--- src/rtl/sub_bytes_iter.sv ---
// Time-multiplexed AES SubBytes: LANES S-boxes walk a 16-byte state
// in 16/LANES beats, forward or (optionally) inverse substitution.
module sub_bytes_iter #(
  parameter int LANES  = 4,
  parameter bit INV_EN = 1'b1
) (
  input  logic         clk,
  input  logic         rst,
  input  logic         in_valid,
  output logic         in_ready,
  input  logic [127:0] in_state,
  input  logic         inv,
  output logic         out_valid,
  input  logic         out_ready,
  output logic [127:0] out_state,
  output logic         busy
);

  localparam int NB = 16 / LANES;
  localparam int LB = $clog2(LANES);
  localparam int BW = (NB > 1) ? $clog2(NB) : 1;

  typedef enum logic [1:0] {
    IDLE = 2'd0,
    BUSY = 2'd1,
    DONE = 2'd2
  } st_e;

  if (!(LANES == 1 || LANES == 2 || LANES == 4 ||
        LANES == 8 || LANES == 16)) begin : g_bad_lanes
    $error("sub_bytes_iter: LANES must be 1, 2, 4, 8 or 16");
  end

  function automatic logic [7:0] gmul(
    input logic [7:0] a,
    input logic [7:0] b
  );
    logic [7:0] p;
    logic [7:0] t;
    p = 8'h00;
    t = a;
    for (int i = 0; i < 8; i++) begin
      if (b[i]) p = p ^ t;
      t = {t[6:0], 1'b0} ^ (t[7] ? 8'h1b : 8'h00);
    end
    return p;
  endfunction

  // x^254 is the multiplicative inverse in GF(2^8), with 0 -> 0
  function automatic logic [7:0] ginv(input logic [7:0] x);
    logic [7:0] sq;
    logic [7:0] r;
    sq = gmul(x, x);
    r  = sq;
    for (int i = 0; i < 6; i++) begin
      sq = gmul(sq, sq);
      r  = gmul(r, sq);
    end
    return r;
  endfunction

  function automatic logic [7:0] rotl(
    input logic [7:0] a,
    input int         n
  );
    return (a << n) | (a >> (8 - n));
  endfunction

  function automatic logic [7:0] aff(input logic [7:0] a);
    return a ^ rotl(a, 1) ^ rotl(a, 2) ^ rotl(a, 3)
             ^ rotl(a, 4) ^ 8'h63;
  endfunction

  function automatic logic [7:0] iaff(input logic [7:0] a);
    return rotl(a, 1) ^ rotl(a, 3) ^ rotl(a, 6) ^ 8'h05;
  endfunction

  st_e            st_q, st_d;
  logic [127:0]   work_q, work_d;
  logic [BW-1:0]  beat_q, beat_d;
  logic           inv_q, inv_d;
  logic           load;
  logic           last;
  logic [3:0]     base;
  logic [7:0]     sb_o [LANES];

  assign base = 4'(beat_q) << LB;
  assign last = (beat_q == BW'(NB - 1));
  assign load = in_valid & in_ready;

  for (genvar l = 0; l < LANES; l++) begin : g_lane
    logic [3:0] idx;
    logic [7:0] x;
    logic [7:0] gi;
    assign idx = base + 4'(l);
    assign x   = work_q[{idx, 3'b000} +: 8];
    if (INV_EN) begin : g_inv
      // inverse path shares the field inverter: S^-1 = inv(iaff(x))
      assign gi      = ginv(inv_q ? iaff(x) : x);
      assign sb_o[l] = inv_q ? gi : aff(gi);
    end else begin : g_fwd
      assign gi      = ginv(x);
      assign sb_o[l] = aff(gi);
    end
  end

  always_ff @(posedge clk or negedge rst) begin
    if (!rst) begin
      st_q   <= IDLE;
      work_q <= '0;
      beat_q <= '0;
      inv_q  <= 1'b0;
    end else begin
      st_q   <= st_d;
      work_q <= work_d;
      beat_q <= beat_d;
      inv_q  <= inv_d;
    end
  end

  always_comb begin
    st_d = st_q;
    case (st_q)
      IDLE: if (in_valid) st_d = BUSY;
      BUSY: if (last) st_d = DONE;
      DONE: if (out_ready) st_d = in_valid ? BUSY : IDLE;
      default: st_d = IDLE;
    endcase
  end

  always_comb begin
    in_ready  = rst & ((st_q == IDLE) |
                       ((st_q == DONE) & out_ready));
    out_valid = (st_q == DONE);
    busy      = (st_q != IDLE);
    out_state = work_q;
  end

  always_comb begin
    work_d = work_q;
    beat_d = beat_q;
    inv_d  = inv_q;
    if (load) begin
      work_d = in_state;
      beat_d = '0;
      inv_d  = inv & INV_EN;
    end else if (st_q == BUSY) begin
      for (int l = 0; l < LANES; l++) begin
        work_d[{base + 4'(l), 3'b000} +: 8] = sb_o[l];
      end
      beat_d = (NB > 1) ? beat_q + BW'(1) : '0;
    end
  end

endmodule

--- config.mk ---
export PLATFORM = sky130hd
export DESIGN_NAME = sub_bytes_iter
export DESIGN_NICKNAME = d
export VERILOG_FILES = /design/src/rtl/sub_bytes_iter.sv
export SDC_FILE = /design/constraint.sdc
export NUM_CORES = 2
export LEC_CHECK = 0
export CAP_MARGIN = 0
export CORE_MARGIN = 2
export CORE_UTILIZATION = 50
export DETAILED_ROUTE_END_ITERATION = 6
export PLACE_DENSITY_LB_ADDON = 0.12
export RECOVER_POWER = 100
export SYNTH_ARGS = -nofsm -noshare
export SYNTH_HDL_FRONTEND = slang
export SYNTH_SLANG_ARGS = --single-unit
--- constraint.sdc ---
create_clock -name clk -period 18.2 [get_ports clk]
set_clock_uncertainty 0.15 [all_clocks]
set_input_delay 1.82 -clock clk [delete_from_list [all_inputs] [get_ports clk]]
set_output_delay 1.82 -clock clk [all_outputs]
set_load 0.01 [all_outputs]
==> summary.md <==
| Metric | Value |
|---|---|
| Status | finished, violations left |
| Failing checks | max-capacitance violations, max-slew violations |
| CP startpoint | beat_q[1]$_DFFE_PN0P_ |
| Clock Sinks | 133 |
| Reg2Reg Depth | 54 |
| IO buf count | 263 |
| Area of the multi-input gates | 0.0577 mm^2 |
| Worst skew pair latency | 0.49 ns |
| Top-count cell post-synth | xnor2_1 |
| Vias in the first global route | 57,327 |
| HP Class | register to register |
| Rows | 129 |
| Crit path kind | register to register |
| Top post-synthesis cells by area | xnor2_1 26%, xnor3_1 7.8%, nor2_1 7.5%, xor2_1 6.8%, dfrtp_1 5.4% |
| P&R area growth vs syn | 14.0% |
| H-tree levels | 4 |
| First-pass GRT wire length | 334 mm |
| Height of the die | 356 um |
| GPL Wtd Cong | 0.984 |
| Post-synthesis cell count | 8,417 |
| R2R Path Start | beat_q[1]$_DFFE_PN0P_ |
| Ys flop type | dfrtp_1 |
| Syn Nets | 8,573 |
| GRT Util Overall | 0.323 |
| Commonest cells post-synth | 1,820 x xnor2_1, 1,243 x nor2_1, 784 x nand2_1, 484 x xor2_1, 476 x a21oi_1 |
| Placed cell area | 0.0685 mm^2 |
| Sum Neg Setup Slack | 0 ns |
| Critical path data required time | 18.42 ns |
| Fin. max-slew vios | 206 |
| Initial Util | 0.503 |
| CP endpoint | out_state[0]$_DFFE_PN0P_ |
| Die area | 0.127 mm^2 |
| Post-route ant nets | 0 |
| Critical Path Fanout Max | 19 |
| CP max stage cell | xnor3_2 |
| Number of flops mapped to enable cells by yosys | 0 |
| R2R setup slack | 0.73 ns |
| Vias | 62,169 |
| Startpoint Class | register |
| Clock-pin slew on the worst setup and hold paths | 0.08 ns |
| Max-cap violations | 3 |
| Max Buffers Root-to-Sink | 2 |
| Seq. cell area | 0.00334 mm^2 |
| Cell taking the most area after synthesis | xnor2_1 |
| Ports | 264 |
| Worst-margin pin slew | 5.29 ns |
| Synthesized area | 0.0621 mm^2 |
| Remaining DRCs | 0 |
| Max stage delay on crit path | 0.67 ns |
| Synth warn | 0 |
| Endpoint type of the worst setup path | register |
| Grt ovf | 0 |
| Max Freq | 57.2 MHz |
| Pin count of the biggest net entering global routing | 87 |
| Post-layout nets | 8,834 |
| TritonRoute pass-1 iters | 6 |
| FFs w/ async S/R, synth | 1.00 |
| Hold Vio Cnt, Final | 0 |
| Layout cell share with drive strength beyond 1 | 0.123 |
| Distinct cells, synth | 112 |
| TritonCTS clock tree | yes |
| Final Instance Area | 0.0708 mm^2 |
| Core Util, Final | 0.574 |
| Reg2reg end | out_state[0]$_DFFE_PN0P_ |
| Core area | 0.123 mm^2 |
| Sequential area share after synthesis | 0.0536 |
| Cell mode on critical path | xnor3_1 |
| Post-detail-place hpwl | 160 mm |
| WL/cell | 20.7 um |
| Hold_sp | out_state[74]$_DFFE_PN0P_ |
| #FFs+latches synth | 133 |
| Avg Inst Size Synth | 7.38 um^2 |
| Hold_buf cts | 0 |
| Die Width | 356 um |
| Post-Route WL | 214 mm |
| Vias per Instance | 6.02 |
| # setup viols final | 0 |
| Post-synth top area share | 0.257 |
| Initial antenna violation count | 9 |
| Arr. time, crit path | 17.69 ns |
| Relative slew slack | -2.53 |
| Minimum clock period | 17.47 ns |
| WHS | 0.377 ns |
| Period utilization | 0.960 |
| Root buf cell | clkbuf_16 |
| Layout filler cell count | 11,735 |
| Initial DRC count | 6,491 |
| Num CTS Buffers | 17 |
==> sequential cells by signal (all words and copies together) (netlist names) <==
name       count
out_state    128
beat_q         2
inv_q          1
st_q           2
==> layout by cell type, fill, tap and decap left out, types with 186 or more instances in the layout <==
cell type,count
nor2_1,1242
nand2_1,782
mux2i_1,220
xnor3_1,210
xnor2_1,1702
xor2_1,451
xnor2_2,186
a21oi_1,464
nor3_1,191
o21ai_0,403
buf_4,527
nand3_1,198
==> per-layer routing <==
layer | GRT usage | vias to the layer above | share of wire
met5 | 0 | - | 0.00011
met4 | 0.0777 | 4 | 0.025
met3 | 0.0579 | 337 | 0.094
met2 | 0.511 | 2681 | 0.45
met1 | 0.454 | 29698 | 0.43
li1 | - | 29449 | -
==> critical path: cells and delay by family, from the launching register on <==
family | cells | cell delay [ns]
and+or+nand+nor | 11 | 2.62
AOI/OAI and AO/OA | 6 | 1.64
DFF | 1 | 0.53
muxes | 4 | 1.41
buffers and inverters | 2 | 0.54
xor gates and xnor gates | 31 | 10.41
==> through the flow <==
step / worst slack (ns) / instances
global route: -0.118 / 10331
finish: 0.731 / 10334
floorplan: 0.0313 / 8417
global placement: -0.224 / 10241
detailed placement: -0.482 / 10241
CTS: 0.00500 / 10273
==> how the worst min path moves through the flow <==
| stage | end | slack (ns) | cells past startpoint |
|---|---|---|---|
| finish | out_state[74]$_DFFE_PN0P_ | 0.38 | 2 |
| CTS | out_state[74]$_DFFE_PN0P_ | 0.39 | 2 |
| detailed placement | out_state[74]$_DFFE_PN0P_ | 0.36 | 2 |
| floorplan | st_q[1]$_DFFE_PN0P_ | 0.36 | 1 |
| global placement | out_state[74]$_DFFE_PN0P_ | 0.36 | 2 |
| global route | out_state[27]$_DFFE_PN0P_ | 0.42 | 2 |
==> logic make-up after synthesis <==
group           share of synthesized area
xor+xnor                            0.459
mux                                0.0644
flops                              0.0536
buf+inv                            0.0439
simple gates                        0.194
fa+ha+maj                         0.00512
compound gates                      0.180
==> area by class of cell <==
class	count	share of cell area
Multi-Input combinational cell	7630	0.815
Antenna cell	6	0.000212
Inverter	96	0.00509
Clock inverter	15	0.00253
Sequential cell	133	0.0471
Tap cell	1637	0.0289
Timing Repair Buffer	800	0.0949
Clock buffer	17	0.00601
==> repair_timing <==
item,CTS,global route
endpoints found under the hold margin,0,0
endpoints found under the setup margin,68,128
pin swaps,0,26
gates resized for setup,17,163
buffers inserted,0,55
Power is left out: the tool's default activity adds up to more than one toggle a clock period on the data nets, which glitch-free logic cannot reach.
